--- config.mk ---
export PLATFORM = sky130hd
export DESIGN_NAME = uart_rx_reader
export DESIGN_NICKNAME = d
export VERILOG_FILES = /design/src/rtl/uart_rx_reader.sv
export SDC_FILE = /design/constraint.sdc
export NUM_CORES = 1
export LEC_CHECK = 0
export ABC_AREA = 1
export BUFFER_PORTS_ARGS = -buffer_cell sky130_fd_sc_hd__buf_4
export CORE_ASPECT_RATIO = 0.9
export CORE_MARGIN = 10
export CORE_UTILIZATION = 38
export CTS_CLUSTER_DIAMETER = 200
export CTS_CLUSTER_SIZE = 10
export DETAILED_ROUTE_END_ITERATION = 16
export GPL_TIMING_DRIVEN = 0
export HOLD_SLACK_MARGIN = 0.1
export PLACE_DENSITY = 0.67
export SYNTH_ARGS = -nofsm -noshare
export SYNTH_HDL_FRONTEND = slang
export SYNTH_SLANG_ARGS = --single-unit
--- constraint.sdc ---
create_clock -name rxclk -period 2.25 [get_ports rxclk]
set_input_delay 0.1125 -clock rxclk [delete_from_list [all_inputs] [get_ports rxclk]]
set_output_delay 0.1125 -clock rxclk [all_outputs]
set_load 0.01 [all_outputs]
--- src/rtl/uart_rx_reader.sv ---
// Host-side reader for the UART receive unload handshake.
// Unloads each received byte into a small show-ahead FIFO for the bus side.
module uart_rx_reader #(
  parameter int DEPTH_LOG2  = 2,
  parameter int ACK_TIMEOUT = 15
) (
  input  logic                  rxclk,
  input  logic                  reset,
  input  logic                  rx_empty,
  output logic                  uld_rx_req,
  input  logic                  uld_rx_ack,
  input  logic [7:0]            rx_data,
  input  logic                  rd_pop,
  input  logic                  flush,
  input  logic                  clr_err,
  output logic                  rd_valid,
  output logic [7:0]            rd_data,
  output logic [DEPTH_LOG2:0]   count,
  output logic                  full,
  output logic                  busy,
  output logic                  timeout_err
);

  localparam int DEPTH = 2 ** DEPTH_LOG2;
  localparam logic [DEPTH_LOG2:0] DEPTH_CNT = {1'b1, {DEPTH_LOG2{1'b0}}};

  typedef enum logic [2:0] {IDLE, REQ, HOLD, CAPTURE, RELEASE} state_t;

  state_t                state;
  logic [7:0]            tcnt;
  logic [7:0]            mem [DEPTH];
  logic [DEPTH_LOG2-1:0] wr_ptr;
  logic [DEPTH_LOG2-1:0] rd_ptr;
  logic                  push;
  logic                  pop;
  logic                  ack_expired;

  assign push        = (state == CAPTURE);
  assign pop         = rd_pop && (count != '0);
  assign full        = (count == DEPTH_CNT);
  assign rd_valid    = (count != '0);
  assign rd_data     = mem[rd_ptr];
  assign ack_expired = (({1'b0, tcnt} + 9'd1) >= 9'(ACK_TIMEOUT));

  // A request is only started with a free slot, so CAPTURE can never overflow.
  always_ff @(posedge rxclk or posedge reset) begin
    if (reset) begin
      state       <= IDLE;
      uld_rx_req  <= 1'b0;
      busy        <= 1'b0;
      tcnt        <= 8'd0;
      timeout_err <= 1'b0;
    end else begin
      if (clr_err)
        timeout_err <= 1'b0;
      case (state)
        IDLE: begin
          tcnt <= 8'd0;
          if (!rx_empty && !full && !flush) begin
            state      <= REQ;
            uld_rx_req <= 1'b1;
            busy       <= 1'b1;
          end
        end
        REQ: begin
          if (uld_rx_ack) begin
            state <= HOLD;
          end else begin
            if (tcnt != 8'hFF)
              tcnt <= tcnt + 8'd1;
            if (ack_expired) begin
              state       <= IDLE;
              uld_rx_req  <= 1'b0;
              busy        <= 1'b0;
              timeout_err <= 1'b1;
            end
          end
        end
        HOLD: begin
          state      <= CAPTURE;
          uld_rx_req <= 1'b0;
        end
        CAPTURE: begin
          state <= RELEASE;
        end
        RELEASE: begin
          if (!uld_rx_ack) begin
            state <= IDLE;
            busy  <= 1'b0;
          end
        end
        default: begin
          state      <= IDLE;
          uld_rx_req <= 1'b0;
          busy       <= 1'b0;
        end
      endcase
    end
  end

  // Flush outranks a same-edge push or pop; the captured byte is dropped.
  always_ff @(posedge rxclk or posedge reset) begin
    if (reset) begin
      wr_ptr <= '0;
      rd_ptr <= '0;
      count  <= '0;
      for (int i = 0; i < DEPTH; i++)
        mem[i] <= 8'd0;
    end else if (flush) begin
      wr_ptr <= '0;
      rd_ptr <= '0;
      count  <= '0;
    end else begin
      if (push) begin
        mem[wr_ptr] <= rx_data;
        wr_ptr      <= wr_ptr + 1'b1;
      end
      if (pop)
        rd_ptr <= rd_ptr + 1'b1;
      case ({push, pop})
        2'b10:   count <= count + 1'b1;
        2'b01:   count <= count - 1'b1;
        default: count <= count;
      endcase
    end
  end

endmodule

# Word-level counts from Yosys, hierarchy flattened
# Index checks and enable logic that the tools add are counted.
dict set report op_classes {
  add_sub_neg 6
  n_lt_le_gt_ge 4
  eq_ne 14
  n_mux 30
  bitwise_logic 5
  reduce_logical 20
}
# operator count
set ops {}
lappend ops {{two-way mux 8 bit} 5}
lappend ops {{bitwise mux 32 bit} 1}
lappend ops {{binary-select mux 8 bit (select 2 bit)} 1}
lappend ops {{demux 8 bit (select 2 bit)} 1}
lappend ops {{one-hot mux 8 bit (2 select lines)} 1}
lappend ops {{two-way mux 3 bit} 5}
lappend ops {{one-hot mux 3 bit (5 select lines)} 1}
lappend ops {{!= test 2 bit (second input constant)} 5}
lappend ops {{adder 8 x 1 -> 9 bit (second input constant)} 1}
lappend ops {{>= comparator 9 x 4 -> 1 bit (second input constant)} 1}
lappend ops {{adder 8 x 1 -> 8 bit (second input constant)} 1}
lappend ops {{two-way mux 1 bit} 8}
lappend ops {{two-way mux 2 bit} 4}
lappend ops {{!= test 8 bit (second input constant)} 1}
lappend ops {{equality test 3 x 2 -> 1 bit (second input constant)} 2}
lappend ops {{equality test 3 bit (second input constant)} 2}
lappend ops {{>= comparator 3 bit (second input constant)} 2}
lappend ops {{NOT 2 -> 3 bit} 2}
lappend ops {{one-hot mux 3 bit (2 select lines)} 1}
lappend ops {{AND reduction 3 bit} 2}
lappend ops {{nonzero test 2 bit} 3}
lappend ops {{nonzero test 3 bit} 2}
lappend ops {{AND reduction 5 bit} 1}
lappend ops {{adder 2 x 1 -> 2 bit (second input constant)} 2}
lappend ops {{16 further kinds} 24}
dict set report totals {
  reg_bits 53
  in_bits 15
  output_inout_bits 16
  wordCells 91
}

# Depth between registers and ports, before layout
dict set report logic_depth {
  depth_word 6
  ltp_mapped 12
  mapped_depth_nobuf 12
}

# Worst setup path after synthesis
# OpenSTA, ideal clock, no wires.
dict set report synth_path {
  path_type {register to register}
  start {register count[0]}
  end {register count[2]}
  setup_time_ps 125
  arrival_time_ps 1767
  required_ps 2125
  setup_slack_ps 358
  stages_incl_launch_ff 11
  path_buffers 0
  period_less_slack_ps 1892
  path_cell_list {dfrtp_1 -> inv_1 -> nand3_1 -> nand2_1 -> inv_1 -> nand2_1 -> inv_1 -> fa_1 -> xor2_1 -> xor2_1 -> o22ai_1}
}
dict set report synth_between {
  elab_chain_len 5
  word_cells_on_any_way 9
  classes_between {2 x add/sub; 2 x eq/ne; 2 x mux; 3 x reduce/logical}
}
# item line_no
set synth_lines {}
lappend synth_lines {{start, declared} 18} ;# output logic [DEPTH_LOG2:0] count,
lappend synth_lines {{start signal, assigned} 121} ;# 2'b10: count <= count + 1'b1;
lappend synth_lines {{start signal, assigned} 122} ;# 2'b01: count <= count - 1'b1;
lappend synth_lines {{start signal, assigned} 123} ;# default: count <= count;
lappend synth_lines {{nonzero test 3 bit *} n/a}
lappend synth_lines {{via rd_valid} 16} ;# output logic rd_valid,
lappend synth_lines {{logical AND 1 bit *} 39} ;# assign pop = rd_pop && (count != '0);
lappend synth_lines {{equality test 2 x 1 -> 1 bit / equality test 2 bit (equally long branches)} 120} ;# case ({push, pop})
lappend synth_lines {{one-hot mux 3 bit (2 select lines)} 120}
lappend synth_lines {{two-way mux 3 bit} 109} ;# end else if (flush) begin
# The timed path passes the listed nets; every way through them passes the cells marked *.
# A chain may end at the register's enable or synchronous reset.

# Final worst setup path
dict set report layout_path {
  start {register rd_ptr[0]}
  end {output rd_data[6]}
}
dict set report layout_between {
  elab_chain_len 4
}
# item line_no
set layout_lines {}
lappend layout_lines {{start, declared} 33} ;# logic [DEPTH_LOG2-1:0] rd_ptr;
lappend layout_lines {{start signal, assigned} 119} ;# rd_ptr <= rd_ptr + 1'b1;
lappend layout_lines {{NOT 2 -> 3 bit (implied by the code)} 42} ;# assign rd_data = mem[rd_ptr];
lappend layout_lines {{binary-select mux 8 bit (select 2 bit)} 42}
lappend layout_lines {{two-way mux 8 bit (implied by the code) (2 in a row)} 42}
lappend layout_lines {{end, declared} 17} ;# output logic [7:0] rd_data,
# Every way passes these cells. The select of a mux whose other input is x is not followed.

==> reports/metrics.csv <==
stage,metric,value,unit
power_and_ir_drop,Power Density,1010,nW/um2
clocking,root buf cell,clkbuf_8,
grt,initial antenna violation count,0,
floorplanning,# IOs,31,
min_path,Hold Crit Class,input pin to register,
floorplanning,Row Count,28,
detailed_routing,DR DRC count,0,
placement,global placer's final weighted congestion,0.787,
critical_path,CP Data Arrival Time,1.93,ns
cells_and_area,most frequent cells in the layout,"79 x nand2_1, 57 x o21ai_0, 53 x dfrtp_1",
logic_synthesis,sequential area share after synthesis,0.502,
logic_synthesis,Synth warnings,0,
detailed_routing,total number of vias,2231,
cells_and_area,Reg area,1330,um2
power_and_ir_drop,Clk pwr share,0.207,
timing,final worst-path cycle share,0.908,
grt,vias in the first global route,2158,
cells_and_area,fraction of layout cells with a size suffix above 1,0.149,
clocking,CTS Sinks,53,
cells_and_area,Ant. Diodes,0,
run,MaxCap Viol Count,0,
timing,RSZ-0062 raised after global routing,false,
logic_synthesis,Yosys reg bits,53,
cells_and_area,post-layout util,0.473,
critical_path,Critical Path Sink Type,output pin,
timing,Final Setup Violations,0,
cells_and_area,"commonest non-fill, non-tap cell in the layout",nand2_1,
detailed_routing,WL/cell,13.2,um
logic_synthesis,post-synthesis compound-gate area fraction,0.153,
logic_synthesis,largest family of logic cells by synthesized area,simple AND/OR/NAND/NOR gates,
placement,Inst Count DP,447,
placement,IO buf count,30,
detailed_routing,DRT Wirelength,6050,um
clocking,clk_lat worst skew,0.31,ns
timing,Max-slew headroom,0.638,
logic_synthesis,Post-Synthesis Cell Area,2640,um2
logic_synthesis,post-synthesis cell type count,24,
power_and_ir_drop,switching share of power,0.373,
clocking,clock buffer depth,2,
cells_and_area,Layout area overhead,19.3,%
grt,largest net degree at the start of global routing,32,
critical_path,origin of the critical flop-to-flop path,count[0],
floorplanning,die width,108,um
logic_synthesis,simple-gate portion of the synthesized area,0.231,
timing,Clock Skews,0.00596,ns
critical_path,RR Endpoint,count[2],
critical_path,FF-to-FF path depth,10,
critical_path,R2R setup slack,0.31,ns
detailed_routing,via count normalized by instance count,4.86,
critical_path,crit path to,rd_data[6],
grt,global-route wire length before repair,10700,um
power_and_ir_drop,net switching power,1.19,mW
critical_path,crit-path max FO,10,
cells_and_area,final net count,390,
power_and_ir_drop,Pleak,1.59,nW
floorplanning,Chip Height,99.1,um
logic_synthesis,post-synthesis xor/xnor area fraction,0.00995,
floorplanning,die area,10700,um2
logic_synthesis,Adder-Cell Fraction of Synth Area,0.0360,
status,status,completed,
clocking,Max H-tree Level,2,
power_and_ir_drop,Flop pwr share,0.412,
logic_synthesis,Mapped Cells,326,
logic_synthesis,Synth Net Count,348,
power_and_ir_drop,internal power,2.00,mW
cells_and_area,fill count,674,
detailed_routing,Initial DRC Count,167,
critical_path,CP Launch Type,register,
grt,global route overflow,0,
timing,final hold vios,0,
clocking,Post CTS Setup Buffer Count,0,
detailed_routing,ANT nets after route,0,
grt,GR Util All Layers,0.122,
power_and_ir_drop,Comb pwr share,0.381,
timing,fin. max-slew vios,0,
timing,Fin Setup TNS,0,ns
clocking,CTS tree,built,
critical_path,Setup CP Type,register to output pin,
floorplanning,Initial Util,0.397,
critical_path,Crit path required time,2.14,ns
timing,fin crit period,2.04,ns
timing,Worst-Margin Slew,0.542,ns
cells_and_area,Multi-input gate area,1140,um2
placement,DP HPWL,4340,um
critical_path,CP Launch Point,rd_ptr[0],
clocking,"CTS clk-pin slew, worst paths",0.10,ns
clocking,TritonCTS Buffers,5,
logic_synthesis,syn_area_per_cell,8.10,um2
floorplanning,Core ar.,6660,um2
logic_synthesis,mux contribution to synthesized area,0,
power_and_ir_drop,total power,3.19,mW
cells_and_area,final cell count without fillers,459,
timing,fmax,490,MHz
power_and_ir_drop,peak supply drop,468,uV
detailed_routing,1st-pass router iterations,4,
## layout make-up
class,instances,area share
Buffer,8,0.0119
Clock buffer,6,0.0230
Clock inverter,2,0.0123
Inverter,38,0.0453
Multi-Input combinational cell,227,0.360
Sequential cell,53,0.421
Tap cell,90,0.0357
Timing Repair Buffer,35,0.0905
## flip-flops by register name, summed over array words and instances, names as in the netlist
signal       flops
mem             32
timeout_err      1
state            3
uld_rx_req       1
rd_ptr           2
count            3
busy             1
wr_ptr           2
tcnt             8
## cells by family after synthesis
family,after synthesis
AND/OR/NAND/NOR,142
adder cells (fa/ha/maj),7
buffers and inverters,46
XOR/XNOR,3
flip-flops,53
AO/OA/AOI/OAI,75
## cell usage after synthesis (all sizes together)
| library cell | number | area, um2 |
|---|---|---|
| clkbuf | 3 | 11.3 |
| inv | 38 | 143 |
| a22o | 1 | 8.76 |
| fa | 1 | 20.0 |
| nand4 | 3 | 18.8 |
| o21bai | 1 | 7.51 |
| ha | 6 | 75.1 |
| a21oi | 2 | 10.0 |
| nor3 | 3 | 15.0 |
| o21ai | 57 | 285 |
| buf | 5 | 25.0 |
| dfrtp | 53 | 1330 |
| nand3 | 19 | 105 |
| xor2 | 3 | 26.3 |
| nand2 | 82 | 320 |
| o31ai | 4 | 30.0 |
| o22ai | 10 | 62.6 |
| nor2 | 35 | 151 |
## critical path, stage by stage, from the launching register on
cell,delay (ns)
dfrtp_1,0.33
clkbuf_1,0.30
clkbuf_1,0.48
o21ai_0,0.15
o22ai_1,0.21
buf_4,0.16
## power by group through the flow
stage               logic, mW  registers [mW]  clock network, mW
global route             1.41            1.35              0.713
floorplan               0.777            1.32                  0
detailed placement       1.22            1.33                  0
global placement         1.21            1.33                  0
CTS                      1.23            1.32              0.674
finish                   1.22            1.32              0.660
## worst min path at each step
stage               slack [ns]          end        from  cells past startpoint
finish                    0.10       mem[1]  rx_data[1]                      3
global route              0.11      mem[12]  rx_data[4]                      3
CTS                       0.10       mem[1]  rx_data[1]                      3
floorplan                 0.18    rd_ptr[1]       flush                      1
detailed placement        0.20      tcnt[4]       reset                      2
global placement          0.30  timeout_err     clr_err                      2
## through the flow
| step | hold WS (ns) | area (um2) | setup slack [ns] |
|---|---|---|---|
| floorplan | 0.179 | 2640 | 0.358 |
| global placement | 0.300 | 2980 | 0.0920 |
| detailed placement | 0.197 | 3000 | 0.337 |
| CTS | 0.103 | 3150 | 0.0584 |
| global route | 0.114 | 3150 | 0.0768 |
| finish | 0.102 | 3150 | 0.208 |
## repair_timing
item,in CTS,in global routing
hold buffers,4,0
gates resized for setup,0,2
setup endpoints to repair,0,5
hold endpoints to repair,25,0
## per-layer routing
layer / global-route usage / vias up / wire, um
met1: 0.174 / 1034 / 3110
met3: 0.0277 / 7 / 261
li1: - / 1143 / -
met5: 0 / - / 0
met2: 0.175 / 47 / 2590
met4: 0.0431 / 0 / 94
(Power assumes the default switching activity.)
